**src/rtl/idex_operand_stage.sv**
```systemverilog
// ID->EX operand stage: registers one decoded instruction per handshake, forwards MEM/WB
// results onto the Alu operands, inserts a single bubble on load-use, holds on backpressure.
module idex_operand_stage #(
  parameter int DW  = 32,
  parameter int RAW = 5
) (
  input  logic           clk,
  input  logic           rst,
  input  logic           flush,
  input  logic           id_valid,
  output logic           id_ready,
  input  logic [RAW-1:0] id_rs_addr,
  input  logic [RAW-1:0] id_rt_addr,
  input  logic [DW-1:0]  id_rs_data,
  input  logic [DW-1:0]  id_rt_data,
  input  logic [DW-1:0]  id_imm,
  input  logic           id_use_imm,
  input  logic [2:0]     id_op,
  input  logic           id_unsig,
  input  logic [RAW-1:0] id_rd_addr,
  input  logic           id_reg_write,
  input  logic           id_mem_read,
  input  logic           ex_ready,
  input  logic           mem_reg_write,
  input  logic [RAW-1:0] mem_rd_addr,
  input  logic [DW-1:0]  mem_result,
  input  logic           wb_reg_write,
  input  logic [RAW-1:0] wb_rd_addr,
  input  logic [DW-1:0]  wb_result,
  output logic           ex_valid,
  output logic [DW-1:0]  alu_a,
  output logic [DW-1:0]  alu_b,
  output logic [2:0]     alu_op,
  output logic           alu_unsig,
  output logic [RAW-1:0] ex_rd_addr,
  output logic           ex_reg_write,
  output logic           ex_mem_read,
  output logic [DW-1:0]  ex_rt_fwd
);

  logic [RAW-1:0] rs_addr_q, rt_addr_q;
  logic [DW-1:0]  rs_val_q, rt_val_q, imm_q;
  logic           use_imm_q;
  logic           hazard, transfer;
  logic [DW-1:0]  rs_fwd, rt_fwd;

  // MEM beats WB; register 0 always keeps its stored value.
  function automatic logic [DW-1:0] fwd(
    input logic [RAW-1:0] addr,
    input logic [DW-1:0]  stored,
    input logic           m_we,
    input logic [RAW-1:0] m_rd,
    input logic [DW-1:0]  m_res,
    input logic           w_we,
    input logic [RAW-1:0] w_rd,
    input logic [DW-1:0]  w_res
  );
    logic [DW-1:0] r;
    r = stored;
    if (addr != '0) begin
      if (m_we && (m_rd == addr))      r = m_res;
      else if (w_we && (w_rd == addr)) r = w_res;
    end
    return r;
  endfunction

  always_comb begin
    hazard = ex_valid & ex_mem_read & (ex_rd_addr != '0) & id_valid &
             ((ex_rd_addr == id_rs_addr) | ((ex_rd_addr == id_rt_addr) & ~id_use_imm));
    id_ready = (~ex_valid | ex_ready) & ~hazard & ~flush;
    transfer = id_valid & id_ready;
  end

  always_comb begin
    rs_fwd = fwd(rs_addr_q, rs_val_q, mem_reg_write, mem_rd_addr, mem_result,
                 wb_reg_write, wb_rd_addr, wb_result);
    rt_fwd = fwd(rt_addr_q, rt_val_q, mem_reg_write, mem_rd_addr, mem_result,
                 wb_reg_write, wb_rd_addr, wb_result);
    alu_a     = rs_fwd;
    alu_b     = use_imm_q ? imm_q : rt_fwd;
    ex_rt_fwd = rt_fwd;
  end

  always_ff @(posedge clk) begin
    if (rst) begin
      ex_valid     <= 1'b0;
      rs_addr_q    <= '0;
      rt_addr_q    <= '0;
      rs_val_q     <= '0;
      rt_val_q     <= '0;
      imm_q        <= '0;
      use_imm_q    <= 1'b0;
      alu_op       <= '0;
      alu_unsig    <= 1'b0;
      ex_rd_addr   <= '0;
      ex_reg_write <= 1'b0;
      ex_mem_read  <= 1'b0;
    end else if (flush) begin
      ex_valid <= 1'b0;
    end else if (transfer) begin
      ex_valid     <= 1'b1;
      rs_addr_q    <= id_rs_addr;
      rt_addr_q    <= id_rt_addr;
      rs_val_q     <= id_rs_data;
      rt_val_q     <= id_rt_data;
      imm_q        <= id_imm;
      use_imm_q    <= id_use_imm;
      alu_op       <= id_op;
      alu_unsig    <= id_unsig;
      ex_rd_addr   <= id_rd_addr;
      ex_reg_write <= id_reg_write;
      ex_mem_read  <= id_mem_read;
    end else if (ex_ready) begin
      ex_valid <= 1'b0;
    end else if (ex_valid) begin
      // Stalled: capture a WB retirement so the value survives after WB moves on.
      if (wb_reg_write && (wb_rd_addr != '0) && (wb_rd_addr == rs_addr_q)) rs_val_q <= wb_result;
      if (wb_reg_write && (wb_rd_addr != '0) && (wb_rd_addr == rt_addr_q)) rt_val_q <= wb_result;
    end
  end

endmodule

```
**config.mk**
```make
export PLATFORM = sky130hd
export DESIGN_NAME = idex_operand_stage
export DESIGN_NICKNAME = d
export VERILOG_FILES = /design/src/rtl/idex_operand_stage.sv
export SDC_FILE = /design/constraint.sdc
export NUM_CORES = 1
export LEC_CHECK = 0
export CORE_ASPECT_RATIO = 1.25
export CORE_MARGIN = 5
export CORE_UTILIZATION = 26
export DETAILED_ROUTE_END_ITERATION = 6
export GPL_ROUTABILITY_DRIVEN = 1
export PLACE_DENSITY = 0.65
export REMOVE_ABC_BUFFERS = 1
export SKIP_LAST_GASP = 1
export SYNTH_ARGS = -nofsm -noshare
export SYNTH_HDL_FRONTEND = slang
export SYNTH_SLANG_ARGS = --single-unit
```
**constraint.sdc**
```tcl
create_clock -name clk -period 6.3 [get_ports clk]
set_input_delay 1.89 -clock clk [delete_from_list [all_inputs] [get_ports clk]]
set_output_delay 1.89 -clock clk [all_outputs]
set_load 0.05 [all_outputs]
```
==> out/qor.txt, run 1 <==
Setup-failing EPs final -> 0
crit path cell chain -> clkdlybuf4s50_1 -> xor2_1 -> nor4_2 -> and3_2 -> buf_4 -> a21oi_1 -> o21ai_0 -> buf_4
clk sink count -> 119
Die W -> 159 um
Syn Area/Cell -> 7.65 sq um
Top delay family on crit path -> buffers and inverters
Synth Flop Type -> dfxtp_1
mux contribution to synthesized area -> 13.3%
sequential element share of the synthesized area -> 32.9%
simple-gate share of the synthesized area -> 20.6%
GPL Wtd Cong -> 0.885
final net count -> 1,408
Starting Density -> 26.2%
Synth top area share -> 32.9%
synthesis-stage register bit count -> 119
arrival time at the worst endpoint -> 4.22 ns
DP Area -> 0.0107 sq mm
initial antenna violation count -> 1
Power Dens Cells -> 236 mW/mm^2
Worst Skew -> 0.0108 ns
Rel. slew slack -> 44.4%
largest net degree at the start of global routing -> 183
xor and xnor area share after synthesis -> 3.63%
routed vias -> 7,958
layout cells sized above 1 -> 13.7%
first-pass GRT wire length -> 46,100 um
Core Util, Final -> 41.5%
number of flops mapped to enable cells by yosys -> 0
Achievable Freq -> 164 MHz
# IOs -> 308
DRT Pass-1 Iters -> 5
CTS tree -> yes
Mapped Cells -> 946
status -> finished, final reports clean
Synth Area in Adders -> 0%
main combinational cell family by area after synthesis -> compound AO/OA/AOI/OAI gates
worst skew pair latency -> 0.42 ns
Min-Delay Path Class -> reg2reg
Pleak -> 4.24 nW
# H-tree levels -> 4
dpl hpwl -> 21,100 um
worst path bufs/invs -> 3
Residual DRC -> 0
FFs w/ async S/R, synth -> 0%
filler instances -> 2,805
Max Cap Viol -> 0
largest cells by area after synthesis -> dfxtp_1 33%, mux2i_1 13%, nand2_1 9.0%
row count -> 68
Yosys top cell by area -> dfxtp_1
final period utilization -> 97.0%
root buffer cell -> clkbuf_16
CP endpoint kind -> output port
global route overflow -> 0
hold buffers post-CTS -> 0
number of CTS-inserted buffers -> 17
largest vdd supply drop -> 0.000146 V
Die Span Y -> 197 um
Synth warnings -> 0
Pins Over Slew Limit -> 0
core box area -> 0.0276 sq mm
CP required -> 4.41 ns
CP max stage cell -> clkdlybuf4s50_1
crit path launch type -> primary input
Worst-path clk slew -> 0.06 ns
post-route antenna net violation count -> 0
overall routing resource usage -> 18.4%
die area -> 0.0313 sq mm
Synth Area in Compound Gates -> 23.8%
RSZ-0062 raised after global routing -> no
crit-path max cell delay -> 0.45 ns
IO Port Bufs -> 307
Worst Tran Pin Value -> 0.834 ns
post-synthesis cell type count -> 36
Final Routed Wirelength -> 29,900 um
Via density -> 5.06
Final Cell Area -> 0.0114 sq mm
hold slack final -> 0.453 ns
critical path class -> in2out
minimum clock period -> 6.11 ns
DR iter-0 viols -> 466
CP max FO -> 17
Syn Std Cell Area -> 0.00724 sq mm
clk buf depth -> 2
routed len/inst -> 19.0 um
cell mode on critical path -> buf_4
final hold violation count -> 0
vias in the first global route -> 7,934
Area Growth Syn to Fin -> 58.0%
[flip-flops by register name (all words and copies together), names as in the netlist]
signal and count:
alu_op 3, rs_val_q 32, imm_q 32, rs_addr_q 5, use_imm_q 1, alu_unsig 1
ex_rd_addr 5, ex_mem_read 1, ex_valid 1, ex_reg_write 1, rt_addr_q 5, rt_val_q 32
[per-layer routing]
layer | up-vias | GRT usage (%) | wire [um]
met5 | - | 0 | 0
met4 | 0 | 5.44 | 643
met3 | 42 | 5.42 | 2010
met2 | 302 | 32.1 | 14800
met1 | 3745 | 21.9 | 12500
li1 | 3869 | - | -
[worst reg2reg max path, cell delays in order (launching register included)]
cell	delay, ns
dfxtp_1	0.38
or4_1	0.57
o211ai_2	0.28
o211a_2	0.60
buf_4	0.52
nand2_1	0.14
a21oi_1	0.14
[power by group]
part / internal, mW / total, mW / switching (mW)
clock network: 0.784 / 1.15 / 0.371
registers: 0.798 / 0.829 / 0.0312
logic: 0.302 / 0.717 / 0.415
[cells by family (layout without fill, tap and decap cells)]
| group | after synthesis | count (layout) |
|---|---|---|
| and+or+nand+nor | 329 | 329 |
| AOI/OAI and AO/OA | 286 | 286 |
| DFF | 119 | 119 |
| muxes | 96 | 96 |
| buffers and inverters | 86 | 362 |
| xor gates and xnor gates | 30 | 30 |
| other | 0 | 1 |
[final timing paths]
check,to,cells past startpoint,startpoint,slack [ns]
worst max register to register,rt_addr_q[2],6,ex_rd_addr[4],3.60
worst min-delay path,alu_op[2],2,alu_op[2],0.45
worst min register to register,alu_op[2],2,alu_op[2],0.45
worst max-delay path,ex_rt_fwd[26],8,mem_rd_addr[2],0.19
[area by class of cell]
cell class              instances  area, sq um  area share [%]
diodes                          1         2.50          0.0219
clock buffers                  24          492            4.30
clock inverters                 8          190            1.66
multi-input cells             741         4480            39.2
flip-flops and latches        119         2380            20.9
well taps                     350          438            3.83
repair buffers                330         3440            30.1
[cells in the final DEF, fill, tap and decap left out, types with 2 or more instances in the layout]
cell type	synthesis	final
a211oi_1	63	63
a21oi_1	86	86
a22oi_1	32	32
and3_1	35	32
and3_2	0	3
buf_12	0	35
buf_4	1	85
bufinv_16	0	6
clkbuf_1	43	3
clkbuf_16	0	17
clkbuf_8	0	4
clkdlybuf4s50_1	0	210
clkinv_2	0	2
dfxtp_1	119	118
mux2i_1	96	96
nand2_1	174	174
nor2_1	70	69
nor2b_1	33	33
nor4_2	1	2
o21ai_0	94	94
o21ai_1	2	2
o22ai_4	0	2
or4_1	4	4
xnor2_1	11	11
xor2_1	19	19
[synth_stat cells, types with 2 or more instances]
master	number
a22oi_1	32
nor2_1	70
buf_6	6
clkbuf_1	43
xnor2_1	11
a211oi_1	63
o21ai_1	2
nor4_1	2
a21oi_1	86
dfxtp_1	119
buf_2	36
o21ai_0	94
or4_1	4
nand3_1	2
xor2_1	19
and3_1	35
o211ai_2	2
nand2_1	174
nor2b_1	33
mux2i_1	96
o22ai_2	2
[per-stage QoR]
step                      worst slack (ns)  power, mW  std cells  TNS [ns]
final                                0.189       2.70       1573         0
after global routing                0.0869       2.81       1572         0
after CTS                            0.132       2.74       1572         0
after detailed placement             0.132       1.56       1540         0
after global placement               0.155       1.56       1540         0
after floorplan                      -1.31       1.20        860    -76.21
[timing repair]
| item | 4_1_cts | 5_1_grt |
|---|---|---|
| endpoints found under the setup margin | 0 | 1 |
| buffers inserted | 0 | 0 |
| gates resized for setup | 0 | 1 |
Power figures use the tool's default switching activity.
==> inputs of run 2 (changes only) <==
--- a/config.mk
+++ b/config.mk
@@ -13,6 +13,7 @@
 export PLACE_DENSITY = 0.65
 export REMOVE_ABC_BUFFERS = 1
 export SKIP_LAST_GASP = 1
+export SLEW_MARGIN = 20
 export SYNTH_ARGS = -nofsm -noshare
 export SYNTH_HDL_FRONTEND = slang
 export SYNTH_SLANG_ARGS = --single-unit
==> results of run 2 <==
No change in the layout: final DEF, timing and power equal those of run 1.
==> inputs of run 3 (changes only) <==
--- a/config.mk
+++ b/config.mk
@@ -7,10 +7,10 @@
 export LEC_CHECK = 0
 export CORE_ASPECT_RATIO = 1.25
 export CORE_MARGIN = 5
-export CORE_UTILIZATION = 26
+export CORE_UTILIZATION = 31
 export DETAILED_ROUTE_END_ITERATION = 6
 export GPL_ROUTABILITY_DRIVEN = 1
-export PLACE_DENSITY = 0.65
+export PLACE_DENSITY = 0.73
 export REMOVE_ABC_BUFFERS = 1
 export SKIP_LAST_GASP = 1
 export SLEW_MARGIN = 20
==> run 3 against run 2 <==
  * Via count down 0.29%
  * Non-clock buffer count down 4
  * First-iteration DRC count down 5.2%
  * Sequential share of layout area up 0.48 points
  * Largest cell class unchanged
  * Largest power group unchanged
==> out/qor.txt, run 3 (synthesis results as in run 1) <==
Largest regs -> imm_q: 32 flops, rs_val_q: 32 flops, rt_val_q: 32 flops
Achievable Freq -> 163 MHz
Critical R2R Capture -> use_imm_q
critical path endpoint -> alu_b[13]
minimum clock period -> 6.14 ns
CTS tree -> yes
commonest cells after routing, fill and taps aside -> 210 x clkdlybuf4s50_1, 174 x nand2_1, 118 x dfxtp_1
setup bufs post-CTS -> 0
overall routing resource usage -> 20.9%
Top delay family on crit path -> buffers and inverters
Final Routed Wirelength -> 28,900 um
post-CTS sizing -> 0
area occupied by multi-input gates -> 0.00447 sq mm
Max Cap Viol -> 0
status -> finished, final reports clean
clk buf depth -> 2
start point of the critical path -> mem_rd_addr[2]
Starting Density -> 31.5%
final net count -> 1,404
Via density -> 5.27
Power Dens Cells -> 222 mW/mm^2
die area -> 0.0265 sq mm
clk sink count -> 119
arrival time at the worst endpoint -> 4.25 ns
crit path cell chain -> clkdlybuf4s50_1 -> xor2_1 -> nor4_1 -> and3_2 -> buf_4 -> a21oi_1 -> o21ai_0 -> buf_4
Die W -> 147 um
largest vdd supply drop -> 0.000169 V
# H-tree levels -> 4
Worst-path clk slew -> 0.06 ns
final period utilization -> 97.5%
reg2reg setup slack -> 3.49 ns
global route overflow -> 0
DR iter-0 viols -> 442
DP Area -> 0.0106 sq mm
# IOs -> 308
r2r startpoint -> ex_rd_addr[3]
Pleak -> 4.15 nW
DRT Pass-1 Iters -> 5
root buffer cell -> clkbuf_16
worst hold start -> alu_op[1]
ANT cells -> 0
row count -> 62
layout cells sized above 1 -> 13.2%
CP max stage cell -> clkdlybuf4s50_1
worst path bufs/invs -> 3
CP required -> 4.41 ns
crit-path max cell delay -> 0.46 ns
Residual DRC -> 0
critical path class -> in2out
core box area -> 0.0230 sq mm
Final Cell Area -> 0.0112 sq mm
Worst Tran Pin Value -> 0.950 ns
setup tns final -> 0 ns
most common cell after layout, fill and taps aside -> clkdlybuf4s50_1
GPL Wtd Cong -> 0.854
largest net degree at the start of global routing -> 180
CP endpoint kind -> output port
hold buffers post-CTS -> 0
Area Growth Syn to Fin -> 54.4%
routed len/inst -> 19.2 um
hold slack final -> 0.452 ns
register area -> 0.00238 sq mm
crit path launch type -> primary input
Rel. slew slack -> 36.6%
RSZ-0062 raised after global routing -> no
IO Port Bufs -> 307
worst reg-to-reg path cell count -> 6
dpl hpwl -> 20,000 um
Setup-failing EPs final -> 0
cell mode on critical path -> buf_4
filler instances -> 2,205
first-pass GRT wire length -> 44,700 um
Die Span Y -> 181 um
number of CTS-inserted buffers -> 17
WP depth -> 8
initial antenna violation count -> 0
CP max FO -> 16
final hold violation count -> 0
Min-Delay Path Class -> reg2reg
Worst Skew -> 0.00707 ns
vias in the first global route -> 8,028
Pins Over Slew Limit -> 0
worst skew pair latency -> 0.40 ns
routed vias -> 7,935
post-route antenna net violation count -> 0
-- run 3: cell count changes in the layout (fill, tap and decap cells not counted), moves of 2 or more --
cell / previous run / this run
bufinv_16: 6 / 1
clkinvlp_4: 0 / 3
clkinv_2: 2 / 4
buf_4: 85 / 82
-- run 3: power by group --
part	switching (mW)	total (mW)	internal, mW
clock network	0.361	0.941	0.580
logic	0.412	0.713	0.300
registers	0.0314	0.830	0.798
-- run 3: layout make-up --
cell class	count	share of cell area (%)
clock buffers	23	4.37
repair buffers	326	30.4
flip-flops and latches	119	21.3
clock inverters	8	0.649
multi-input cells	741	40.0
well taps	288	3.23
-- run 3: worst min-delay path by stage --
stage,end,slack [ns],cells past startpoint
3_3_place_gp,alu_unsig,0.44,2
4_1_cts,alu_op[0],0.46,2
5_1_grt,imm_q[7],0.47,2
6_report,alu_op[1],0.45,2
3_5_place_dp,alu_op[0],0.45,2
2_1_floorplan,imm_q[0],0.43,2
-- run 3: metal layers --
metal / global-route usage (%) / up-vias / routed length (um)
met5: 0 / - / 0
met3: 5.01 / 59 / 2120
li1: - / 3849 / -
met1: 24.7 / 3712 / 11500
met4: 9.04 / 0 / 1070
met2: 36.1 / 315 / 14200
-- run 3: worst reg2reg max path, cell delays in order (launching register included) --
cell,delay [ns]
dfxtp_1,0.39
or4_1,0.60
o211ai_2,0.28
o211a_2,0.64
buf_4,0.52
nand2_1,0.15
a21oi_1,0.13
-- run 3: per-stage QoR --
step	total power, mW	utilization (%)	setup slack [ns]	instances
2_1_floorplan	1.20	-	-1.31	860
3_3_place_gp	1.55	46.2	0.281	1474
3_5_place_dp	1.56	46.2	0.240	1474
4_1_cts	2.51	48.7	0.183	1505
5_1_grt	2.59	48.7	0.0466	1505
6_report	2.48	48.7	0.160	1505
